$ cat config.mk
export PLATFORM = sky130hd
export DESIGN_NAME = vga_timing_ctrl
export DESIGN_NICKNAME = d
export VERILOG_FILES = /design/src/rtl/vga_timing_pkg.sv /design/src/rtl/vga_axis_ctr.sv /design/src/rtl/vga_timing_ctrl.sv
export SDC_FILE = /design/constraint.sdc
export NUM_CORES = 1
export LEC_CHECK = 0
export CORE_MARGIN = 1
export CORE_UTILIZATION = 35
export DETAILED_ROUTE_END_ITERATION = 6
export GPL_TIMING_DRIVEN = 0
export PLACE_DENSITY = 0.56
export SLEW_MARGIN = 20
export SYNTH_ARGS = -nofsm -noshare
export SYNTH_HDL_FRONTEND = slang
export SYNTH_SLANG_ARGS = --single-unit
$ cat constraint.sdc
create_clock -name pclk -period 3 [get_ports pclk]
set_clock_uncertainty 0.15 [all_clocks]
set_input_delay 0.6 -clock pclk [delete_from_list [all_inputs] [get_ports pclk]]
set_output_delay 0.6 -clock pclk [all_outputs]
set_load 0.02 [all_outputs]
$ cat src/rtl/vga_timing_pkg.sv
// Shared VGA timing defaults, counter width and the per-axis FSM state encoding.
package vga_timing_pkg;

  localparam int unsigned CNT_W = 11;

  localparam int unsigned H_ACTIVE_DEF = 800;
  localparam int unsigned H_FP_DEF     = 40;
  localparam int unsigned H_SYNC_DEF   = 128;
  localparam int unsigned H_BP_DEF     = 88;

  localparam int unsigned V_ACTIVE_DEF = 600;
  localparam int unsigned V_FP_DEF     = 1;
  localparam int unsigned V_SYNC_DEF   = 4;
  localparam int unsigned V_BP_DEF     = 23;

  localparam bit SYNC_POL_DEF = 1'b1;

  typedef enum logic [1:0] {
    ACT  = 2'd0,
    FP   = 2'd1,
    SYNC = 2'd2,
    BP   = 2'd3
  } axis_state_e;

  // Last in-segment index for a segment of the given width.
  function automatic logic [CNT_W-1:0] last_idx(input int unsigned width);
    return CNT_W'(width - 1);
  endfunction

endpackage

$ cat src/rtl/vga_axis_ctr.sv
// One timing axis: position counter, ACT/FP/SYNC/BP FSM, registered blank/sync flags and a wrap strobe.
module vga_axis_ctr
  import vga_timing_pkg::*;
#(
  parameter int unsigned ACTIVE_W = H_ACTIVE_DEF,
  parameter int unsigned FP_W     = H_FP_DEF,
  parameter int unsigned SYNC_W   = H_SYNC_DEF,
  parameter int unsigned BP_W     = H_BP_DEF,
  parameter bit          SYNC_POL = SYNC_POL_DEF
) (
  input  logic             pclk,
  input  logic             rst,
  input  logic             en,
  output logic [CNT_W-1:0] count,
  output logic             blnk,
  output logic             sync,
  output logic             wrap_c
);

  axis_state_e      state;
  axis_state_e      state_nxt;
  logic [CNT_W-1:0] seg_cnt;
  logic [CNT_W-1:0] seg_cnt_nxt;
  logic [CNT_W-1:0] count_nxt;
  logic [CNT_W-1:0] seg_last;
  logic             seg_done;
  logic             blnk_nxt;
  logic             sync_nxt;

  // State, counters and flags advance together so flags stay aligned with count.
  always_ff @(posedge pclk) begin
    if (!rst) begin
      state   <= ACT;
      seg_cnt <= '0;
      count   <= '0;
      blnk    <= 1'b0;
      sync    <= ~SYNC_POL;
    end else if (en) begin
      state   <= state_nxt;
      seg_cnt <= seg_cnt_nxt;
      count   <= count_nxt;
      blnk    <= blnk_nxt;
      sync    <= sync_nxt;
    end
  end

  // Segment sequencing; the position counter wraps exactly when BP finishes.
  always_comb begin
    state_nxt   = state;
    seg_cnt_nxt = seg_cnt + CNT_W'(1);
    count_nxt   = count + CNT_W'(1);
    wrap_c      = 1'b0;
    seg_last    = last_idx(ACTIVE_W);
    case (state)
      ACT:  seg_last = last_idx(ACTIVE_W);
      FP:   seg_last = last_idx(FP_W);
      SYNC: seg_last = last_idx(SYNC_W);
      BP:   seg_last = last_idx(BP_W);
    endcase
    seg_done = (seg_cnt == seg_last);
    if (seg_done) begin
      seg_cnt_nxt = '0;
      case (state)
        ACT:  state_nxt = FP;
        FP:   state_nxt = SYNC;
        SYNC: state_nxt = BP;
        BP: begin
          state_nxt = ACT;
          count_nxt = '0;
          wrap_c    = en;
        end
      endcase
    end
  end

  // Flags derived from the upcoming state, registered alongside it.
  always_comb begin
    blnk_nxt = (state_nxt != ACT);
    sync_nxt = (state_nxt == SYNC) ? SYNC_POL : ~SYNC_POL;
  end

endmodule

$ cat src/rtl/vga_timing_ctrl.sv
// VGA raster timing generator: horizontal axis drives the vertical axis on each line wrap.
module vga_timing_ctrl
  import vga_timing_pkg::*;
#(
  parameter int unsigned H_ACTIVE = H_ACTIVE_DEF,
  parameter int unsigned H_FP     = H_FP_DEF,
  parameter int unsigned H_SYNC   = H_SYNC_DEF,
  parameter int unsigned H_BP     = H_BP_DEF,
  parameter int unsigned V_ACTIVE = V_ACTIVE_DEF,
  parameter int unsigned V_FP     = V_FP_DEF,
  parameter int unsigned V_SYNC   = V_SYNC_DEF,
  parameter int unsigned V_BP     = V_BP_DEF,
  parameter bit          SYNC_POL = SYNC_POL_DEF
) (
  input  logic             pclk,
  input  logic             rst,
  input  logic             en,
  output logic [CNT_W-1:0] hcount,
  output logic [CNT_W-1:0] vcount,
  output logic             hsync,
  output logic             vsync,
  output logic             hblnk,
  output logic             vblnk,
  output logic             frame_start
);

  logic h_wrap_c;
  logic v_wrap_c;
  logic v_en_c;

  assign v_en_c = h_wrap_c & en;

  vga_axis_ctr #(
    .ACTIVE_W (H_ACTIVE),
    .FP_W     (H_FP),
    .SYNC_W   (H_SYNC),
    .BP_W     (H_BP),
    .SYNC_POL (SYNC_POL)
  ) u_h_axis (
    .pclk   (pclk),
    .rst    (rst),
    .en     (en),
    .count  (hcount),
    .blnk   (hblnk),
    .sync   (hsync),
    .wrap_c (h_wrap_c)
  );

  vga_axis_ctr #(
    .ACTIVE_W (V_ACTIVE),
    .FP_W     (V_FP),
    .SYNC_W   (V_SYNC),
    .BP_W     (V_BP),
    .SYNC_POL (SYNC_POL)
  ) u_v_axis (
    .pclk   (pclk),
    .rst    (rst),
    .en     (v_en_c),
    .count  (vcount),
    .blnk   (vblnk),
    .sync   (vsync),
    .wrap_c (v_wrap_c)
  );

  // Pulses only on a real frame wrap, so the first frame after reset has none.
  always_ff @(posedge pclk) begin
    if (!rst) begin
      frame_start <= 1'b0;
    end else begin
      frame_start <= h_wrap_c & v_wrap_c;
    end
  end

endmodule
==> out/qor.txt, run 1 <==
Status = complete, no violations
Clk_lat worst skew = 300 ps
CP Max Fanout = 10
Share of layout cells above drive strength 1 = 0.106
Vias per cell = 4.99
Largest family of logic cells by synthesized area = simple AND/OR/NAND/NOR gates
Pleak = 1.15 nW
DIE AREA = 0.00826 sq mm
Register area share after synthesis = 0.384
Remaining global-route overflow = 0
Num CTS Buffers = 5
Worst hold stages = 2
Area of the mapped netlist = 0.00277 sq mm
Post_cts resized = 0
HP Start = u_h_axis.sync$_SDFFE_PN0P_
Hold endpoint = u_h_axis.sync$_SDFFE_PN0P_
Die height = 90.9 microns
Core Area = 0.00769 sq mm
Die W = 90.9 microns
Starting Density = 0.360
Mux cell area share after synthesis = 0.0109
Yosys warns = 0
Main synth FF type = dfxtp_1
Yosys reg bits = 53
Clock slew at reported path FFs = 90 ps
Leading area contributor after synthesis = dfxtp_1
Drc violations = 0
Met1 usage = 0.192
Critical-path top delay cell = dfxtp_1
Max-slew violation count = 0
Final HPWL DP = 4.21 mm
Actual slew at the worst max-slew pin = 572 ps
Met3 Usage GRT = 0.0354
Peak VDD IR = 0.200 mV
# Post-CTS Setup Buffers = 0
Setup violations, final = 0
Power Density = 354 mW/mm^2
Worst Setup SP = u_h_axis.state[0]$_SDFFE_PN0P_
Initial antenna violation count = 0
Final cycle utilization of the critical path = 0.903
Post-Synthesis Cells = 303
Commonest cells in the netlist = dfxtp_1, nor2_1, xor2_1
Syn Nets = 318
Area delta synth->final = 18.1%
Area occupied by multi-input gates = 0.00161 sq mm
Htree depth = 2
CTS tree = yes
Final-report hold violation count = 0
Xor-xnor portion of the synthesized cell area = 0.133
Number of flops mapped to enable cells by yosys = 0
Synth area leaders = dfxtp_1, xor2_1, nor2_1
FFs w/ async S/R, synth = 0
FP Rows = 32
Critical Path Sink Type = flop
Register area = 0.00106 sq mm
Yosys cell types = 51
Hold WC Path Type = flop to flop
Clk sinks = 53
Top Family by Delay on Critical Path = buffers and inverters
Crit Path Category = flop to flop
Peak Freq = 369 MHz
Post-route minimum period = 2710 ps
Simple logic cell fraction of the synthesized area = 0.303
Via count of the first global-routing pass = 2087
Reg2Reg Depth = 9
Detail Route Antenna Nets = 0
Post-synth top area share = 0.384
Worst setup SP type = flop
I/O Pins = 30
Routed WL = 5.78 mm
ANT cells = 0
Global-route wire length before repair = 9.86 mm
Clock root buffer = clkbuf_8
Max clock buf depth = 2
R2r setup slk = 290 ps
Nets = 354
Fillers = 819
Length of the first detailed-routing pass in iterations = 4
Gr busiest metal = met2
M2 GR Usage = 0.239
CP Data Arrival Time = 2740 ps
Most common cell in the netlist = dfxtp_1
Cts-stage hold buffer count = 0
Max-Cap Viols = 0
Via count = 2205
Drt first-iter violations = 77
Post-Route Setup TNS = 0 ps
Largest net degree at the start of global routing = 16
GRT Total Usage = 0.145
Compound-gate portion of the synthesized area = 0.0810
Drt wl/cell = 13.1 microns
Syn_area_per_cell = 9.13 sq um
Reg2reg end = u_v_axis.seg_cnt[3]$_SDFFE_PN0P_
Crit-path max cell delay = 440 ps
Worst reg2reg path startpoint = u_h_axis.state[0]$_SDFFE_PN0P_
Routability congestion estimate = 0.769
RSZ-0062 raised after global routing = no
Crit path cell chain = inv_1 > ha_1 > xnor2_1 > and4_1 > clkbuf_1 > nand3_2 > clkbuf_8 > o21ai_2 > nor2_1
Post-Synth Adder-Cell Area = 0.0543
Worst path bufs/invs = 3
Tot Pwr = 1.16 mW
IO Port Bufs = 29
Relative slew slack = 0.619
Data required, critical path = 3030 ps
## state kept, by name, summed over array words and instances, names as in the netlist
register and cells:
u_v_axis.sync 1, u_h_axis.blnk 1, u_v_axis.count 11, u_v_axis.blnk 1, u_v_axis.state 2, u_h_axis.count 11, frame_start 1, u_h_axis.sync 1
u_h_axis.state 2, u_v_axis.seg_cnt 11, u_h_axis.seg_cnt 11
## metal layers
metal	wire [microns]	vias to the layer above
met3	199	5
met1	2900	1029
met4	44	0
li1	-	1139
met2	2640	32
met5	0	-
## cell families after synthesis
group	after synthesis
xor gates and xnor gates	42
adders and majority gates	12
buffers and inverters	16
and+or+nand+nor	148
DFF	53
AOI/OAI and AO/OA	29
muxes	3
## layout by cell type, fill, tap and decap left out, drive strengths merged, types with 2 or more instances in the layout
cell,n
o21a,3
xnor2,18
and3,11
nor4,14
nor3,4
nand3,20
buf,6
or4,2
or3,5
ha,12
clkbuf,11
mux2i,3
and2,2
xor2,24
inv,5
clkdlybuf4s50,29
o21ai,4
nand2,20
a211oi,2
dfxtp,53
and4,5
nand4,15
nor2,45
a21oi,8
clkinv,2
## report_power, final
group / switching, mW / internal [mW]
Combinational: 0.0295 / 0.0206
Sequential: 0.00793 / 0.709
Clock: 0.228 / 0.162
## stage by stage
step	setup slack [ps]	cell area (sq um)	hold WS [ps]	std cells	utilization
after CTS	279	3270	351	442	0.425
after floorplan	632	2770	322	303	-
after global placement	199	3180	321	434	0.414
after detailed placement	170	3180	335	434	0.414
after global routing	128	3270	370	442	0.425
final	291	3270	345	442	0.425
## layout make-up
| cell class | count | area share |
|---|---|---|
| plain buffers | 11 | 0.0234 |
| inverters | 5 | 0.00575 |
| clock inverters | 2 | 0.00307 |
| multi-input cells | 234 | 0.493 |
| flip-flops and latches | 53 | 0.325 |
| repair buffers | 29 | 0.0889 |
| clock buffers | 6 | 0.0222 |
| well taps | 102 | 0.0391 |
## worst max path at each step
stage	end	slack, ps	cells past startpoint
after detailed placement	u_h_axis.seg_cnt[3]$_SDFFE_PN0P_	170	6
after CTS	u_v_axis.seg_cnt[3]$_SDFFE_PN0P_	280	9
after floorplan	u_v_axis.blnk$_SDFFE_PN0P_	630	7
after global placement	u_h_axis.seg_cnt[3]$_SDFFE_PN0P_	200	6
final	u_v_axis.seg_cnt[3]$_SDFFE_PN0P_	290	9
after global routing	u_v_axis.seg_cnt[7]$_SDFFE_PN0P_	130	9
## worst register-to-register path: stages (launching register included)
cell	delay (ps)
dfxtp_1	440
inv_1	110
ha_1	330
xnor2_1	170
and4_1	210
clkbuf_1	250
nand3_2	220
clkbuf_8	230
o21ai_2	370
nor2_1	90
Power figures use the tool's default switching activity.
==> inputs of run 2 (changes only) <==
Settings changed: CTS_CLUSTER_DIAMETER set to 50, GPL_TIMING_DRIVEN 0 to unset, TNS_END_PERCENT set to 1.
==> run 2 against run 1 <==
Against the previous run:
- sequential share of layout area rose by 0.16 points
- worst hold slack got worse by 2.2 ps
- cell area fell by 0.50%
- critical endpoint is now u_v_axis.count[10]$_SDFFE_PN0P_
==> out/qor.txt, run 2 (same netlist as run 1, synthesis figures left out) <==
Register area = 0.00106 sq mm
Sw Share = 0.223
Via count of the first global-routing pass = 2152
Routability congestion estimate = 0.755
Drt wl/cell = 13.0 microns
Vias per cell = 5.05
Final-report hold violation count = 0
Starting Density = 0.360
FP Rows = 32
Worst reg2reg path startpoint = u_h_axis.state[0]$_SDFFE_PN0P_
Logic gate share of total power = 0.039
Status = complete, no violations
Num CTS Buffers = 5
Worst Setup SP = u_h_axis.state[0]$_SDFFE_PN0P_
Largest net degree at the start of global routing = 24
Clk_lat worst skew = 300 ps
Die height = 90.9 microns
Max clock buf depth = 2
I/O Pins = 30
CP Max Fanout = 14
Peak Freq = 376 MHz
Power share of the sequential group = 0.592
Max-Cap Viols = 0
Post_cts resized = 0
Clock share of power = 0.370
Clk sinks = 53
CTS tree = yes
Fillers = 800
Post-Route Setup TNS = 0 ps
Remaining global-route overflow = 0
Hold WS = 342 ps
Area occupied by multi-input gates = 0.00161 sq mm
Power Density = 373 mW/mm^2
Crit Path Category = flop to flop
RSZ-0062 raised after global routing = no
Detail Route Antenna Nets = 0
HP Start = u_v_axis.count[10]$_SDFFE_PN0P_
Clock slew at reported path FFs = 100 ps
Die W = 90.9 microns
Cts-stage hold buffer count = 0
Global-route wire length before repair = 10.2 mm
Length of the first detailed-routing pass in iterations = 4
Max-slew violation count = 0
Relative slew slack = 0.710
Data required, critical path = 3090 ps
P_sw = 0.270 mW
Final cycle utilization of the critical path = 0.886
ANT cells = 0
Initial antenna violation count = 0
Worst setup SP type = flop
Area delta synth->final = 17.5%
Pleak = 1.15 nW
Share of layout cells above drive strength 1 = 0.105
Drc violations = 0
Nets = 348
Setup violations, final = 0
P_int = 0.941 mW
Util after Layout = 0.423
Cell Area, Placed = 0.00314 sq mm
Htree depth = 2
# Post-CTS Setup Buffers = 0
IO Port Bufs = 29
Routed WL = 5.65 mm
Actual slew at the worst max-slew pin = 431 ps
Most frequent cells in the layout = dfxtp_1, nor2_1, clkdlybuf4s50_1, xor2_1, nand2_1
Drt first-iter violations = 66
Hold WC Path Type = flop to flop
Most common cell after layout, fill and taps aside = dfxtp_1
Core Area = 0.00769 sq mm
Critical Path Sink Type = flop
Via count = 2203
Clock root buffer = clkbuf_8
DIE AREA = 0.00826 sq mm
GRT Total Usage = 0.149
Post-route minimum period = 2660 ps
Peak VDD IR = 0.175 mV
Final HPWL DP = 4.08 mm
Cell area after layout = 0.00325 sq mm
CP Data Arrival Time = 2750 ps
==> run 2: per-stage QoR <==
| step | worst slack, ps | total power [mW] | std cells |
|---|---|---|---|
| detailed placement | 350 | 0.781 | 428 |
| CTS | 330 | 1.23 | 436 |
| floorplan | 632 | 0.764 | 303 |
| global route | 107 | 1.26 | 436 |
| global placement | 346 | 0.781 | 428 |
| finish | 341 | 1.21 | 436 |
==> run 2: worst paths after layout <==
check	end	slack, ps	cells past startpoint
hold / removal	u_v_axis.count[10]$_SDFFE_PN0P_	340	2
setup / recovery	u_v_axis.count[10]$_SDFFE_PN0P_	340	7
hold reg to reg	u_v_axis.count[10]$_SDFFE_PN0P_	340	2
setup reg to reg	u_v_axis.count[10]$_SDFFE_PN0P_	340	7
==> run 2: layer usage <==
metal | GRT usage | vias up | share of wire
li1 | - | 1132 | -
met1 | 0.202 | 1040 | 0.51
met2 | 0.246 | 26 | 0.46
met3 | 0.0236 | 5 | 0.025
met4 | 0.0397 | 0 | 0.0097
met5 | 0 | - | 0
==> run 2: power groups by stage <==
stage	combinational (mW)	clock, mW	sequential (mW)
floorplan	0.0292	0	0.735
global placement	0.0472	0	0.733
detailed placement	0.0475	0	0.733
CTS	0.0477	0.470	0.717
global route	0.0518	0.490	0.719
finish	0.0467	0.448	0.717
==> run 2: critical path, stage by stage, from the launching register on <==
cell and delay [ps]:
dfxtp_1 430, inv_1 110, ha_1 240, or3_1 400, a22oi_4 240, nand3_2 310, or4_1 580, a21oi_1 140
==> run 2: final cells by class <==
| type | count | area share |
|---|---|---|
| repair buffers | 34 | 0.101 |
| flip-flops and latches | 53 | 0.327 |
| inverters | 5 | 0.00578 |
| clock inverters | 1 | 0.00270 |
| well taps | 102 | 0.0393 |
| clock buffers | 7 | 0.0296 |
| multi-input cells | 234 | 0.495 |
==> inputs of run 3 (changes only) <==
Settings changed: ABC_AREA set to 1, PLACE_DENSITY 0.56 to 0.55.
==> run 3 against run 2 <==
Against the previous run:
- the run now ends with DRC left
- cell area rose by 17%
- via count increased by 44%
- worst setup slack improved by 340 ps
- clock-buffer cell count fell by 2
- first-iteration DRC count increased by 110%
- worst hold slack got worse by 21 ps
- register-to-register slack better by 340 ps
- cell count is 51% higher
- sequential share of layout area decreased by 4.8 points
- utilization is 0.79 points lower
- non-clock buffer count fell by 1
- die area up 19%
- critical path type unchanged
- critical endpoint is now u_v_axis.count[7]$_SDFFE_PN0P_
==> out/qor.txt, run 3 <==
Main synth FF type = dfxtp_1
# Post-CTS Setup Buffers = 0
Routability congestion estimate = 0.863
Hold WC Path Type = flop to flop
Area of the mapped netlist = 0.00329 sq mm
Drt first-iter violations = 140
Core Area = 0.00920 sq mm
CP Data Arrival Time = 2380 ps
Detail Route Antenna Nets = 0
Post-route minimum period = 2320 ps
Most common cell in the netlist = nand2_1
Clock slew at reported path FFs = 100 ps
Post-Synthesis Cells = 514
Power Density = 335 mW/mm^2
Post-synth top area share = 0.322
Cell Area, Placed = 0.00370 sq mm
Inst Count DP = 650
CP Max Fanout = 11
Crit-path max cell delay = 440 ps
Worst setup SP type = flop
Post-Route Setup TNS = 0 ps
Util after Layout = 0.415
Yosys cell types = 33
Failing checks = DRC
Cell area after layout = 0.00381 sq mm
Clk_lat worst skew = 310 ps
GRT Total Usage = 0.173
Starting Density = 0.358
Remaining global-route overflow = 0
Die height = 99 microns
Share of layout cells above drive strength 1 = 0.0804
Global-route wire length before repair = 13.8 mm
FP Rows = 35
Place WS = 577 ps
Max clock buf depth = 2
Reg2Reg Depth = 12
Hold WS = 321 ps
Max-Cap Viols = 0
Initial antenna violation count = 0
Most common cell after layout, fill and taps aside = nand2_1
Mux cell area share after synthesis = 0
Length of the first detailed-routing pass in iterations = 6
Fillers = 1010
Synth area leaders = dfxtp_1, nand2_1, nor2_1
Drc violations = 2
Clock root buffer = clkbuf_8
Status = complete, but fails checks
Post-Synth Adder-Cell Area = 0.0456
RSZ-0062 raised after global routing = no
R2r setup slk = 680 ps
Reg2reg end = u_v_axis.count[7]$_SDFFE_PN0P_
Data required, critical path = 3060 ps
Finished Layout Cells = 658
Crit path cell chain = inv_2 > ha_1 > inv_2 > nand2_1 > nand2_1 > nand2_1 > nor2_4 > nand3_4 > nor2_4 > nand2_1 > nand2_2 > a21oi_1
Worst reg2reg path startpoint = u_h_axis.state[0]$_SDFFE_PN0P_
Most Frequent Cell on Critical Path = nand2_1
Routed WL = 7.91 mm
Syn Nets = 529
Vias per cell = 4.83
Tot Pwr = 1.28 mW
Setup violations, final = 0
Register area share after synthesis = 0.322
HP Start = u_h_axis.sync$_SDFFE_PN0P_
Max-slew violation count = 0
Crit Path Category = flop to flop
Htree depth = 2
Commonest cells in the netlist = nand2_1, nor2_1, inv_1
Die W = 99 microns
I/O Pins = 30
Area delta synth->final = 15.8%
Most frequent cells in the layout = nand2_1, nor2_1, inv_1, dfxtp_1, nand3_1
Final cycle utilization of the critical path = 0.773
CTS tree = yes
Largest family of logic cells by synthesized area = simple AND/OR/NAND/NOR gates
Compound-gate portion of the synthesized area = 0.0589
Peak Freq = 431 MHz
Via count of the first global-routing pass = 2971
Relative slew slack = 0.710
Worst hold stages = 2
Number of flops mapped to enable cells by yosys = 0
Pleak = 1.64 nW
Top Family by Delay on Critical Path = simple AND/OR/NAND/NOR gates
Syn_area_per_cell = 6.41 sq um
Nets = 561
Worst path bufs/invs = 2
Largest net degree at the start of global routing = 20
Simple logic cell fraction of the synthesized area = 0.437
DIE AREA = 0.00980 sq mm
Xor-xnor portion of the synthesized cell area = 0.0452
Yosys reg bits = 53
IO Port Bufs = 29
Clk sinks = 53
Critical-path top delay cell = dfxtp_1
Num CTS Buffers = 5
Final HPWL DP = 6.07 mm
Actual slew at the worst max-slew pin = 432 ps
Leading area contributor after synthesis = dfxtp_1
Final-report hold violation count = 0
Peak VDD IR = 0.160 mV
Hold endpoint = u_h_axis.sync$_SDFFE_PN0P_
Via count = 3177
ANT cells = 0
Final Worst Setup Slack = 681 ps
Critical Path Sink Type = flop
Drt wl/cell = 12.0 microns
Yosys warns = 0
FFs w/ async S/R, synth = 0
Post_cts resized = 0
Cts-stage hold buffer count = 0
## run 3: cell types whose count changed after synthesis, moves of 8 or more
cell,previous run,this run
nand2_1,20,158
nand3_1,19,40
xnor2_1,18,5
nor2_1,45,73
xor2_1,24,12
inv_1,5,56
and3_1,8,0
nor4_2,9,0
a21oi_1,8,21
## run 3: worst max-delay path by stage
stage,from,end,slack [ps],cells after the start
2_1_floorplan,u_h_axis.state[0]$_SDFFE_PN0P_,u_v_axis.count[8]$_SDFFE_PN0P_,1050,13
5_1_grt,u_v_axis.state[0]$_SDFFE_PN0P_,u_v_axis.count[2]$_SDFFE_PN0P_,430,11
3_3_place_gp,en,u_h_axis.seg_cnt[9]$_SDFFE_PN0P_,620,9
3_5_place_dp,en,u_h_axis.seg_cnt[9]$_SDFFE_PN0P_,580,9
6_report,u_h_axis.state[0]$_SDFFE_PN0P_,u_v_axis.count[7]$_SDFFE_PN0P_,680,12
4_1_cts,u_h_axis.state[0]$_SDFFE_PN0P_,u_v_axis.seg_cnt[6]$_SDFFE_PN0P_,670,13
## run 3: worst register-to-register path, delay by kind of cell (launching register included)
family | cells | cell delay, ps
AOI/OAI and AO/OA | 1 | 60
adders and majority gates | 1 | 350
buffers and inverters | 2 | 170
DFF | 1 | 440
and+or+nand+nor | 8 | 1060
## run 3: area by class of cell
class	count	area [sq um]	share of cell area
clock inverter	3	46.3	0.0121
sequential	53	1060	0.278
tap	111	139	0.0364
multi-input combinational	388	1930	0.506
timing repair buffer	33	320	0.0840
inverter	65	249	0.0653
clock buffer	5	68.8	0.0180
## run 3: kinds of logic (layout without fill, tap and decap cells)
kind of cell,after synthesis,count (layout)
compound gates,37,37
simple gates,322,322
flops,53,53
buf+inv,73,106
xor+xnor,17,17
fa+ha+maj,12,12
## run 3: power breakdown
group	total, mW	switching (mW)	internal (mW)
clock	0.507	0.257	0.250
sequential	0.715	0.00579	0.709
combinational	0.0571	0.0365	0.0206
total	1.28	0.299	0.980
## run 3: layer usage
metal / vias up / global-route usage / wire (microns)
met3: 11 / 0.0234 / 243
met1: 1431 / 0.246 / 4220
li1: 1677 / - / -
met2: 58 / 0.266 / 3340
met5: - / 0 / 0
met4: 0 / 0.0631 / 104
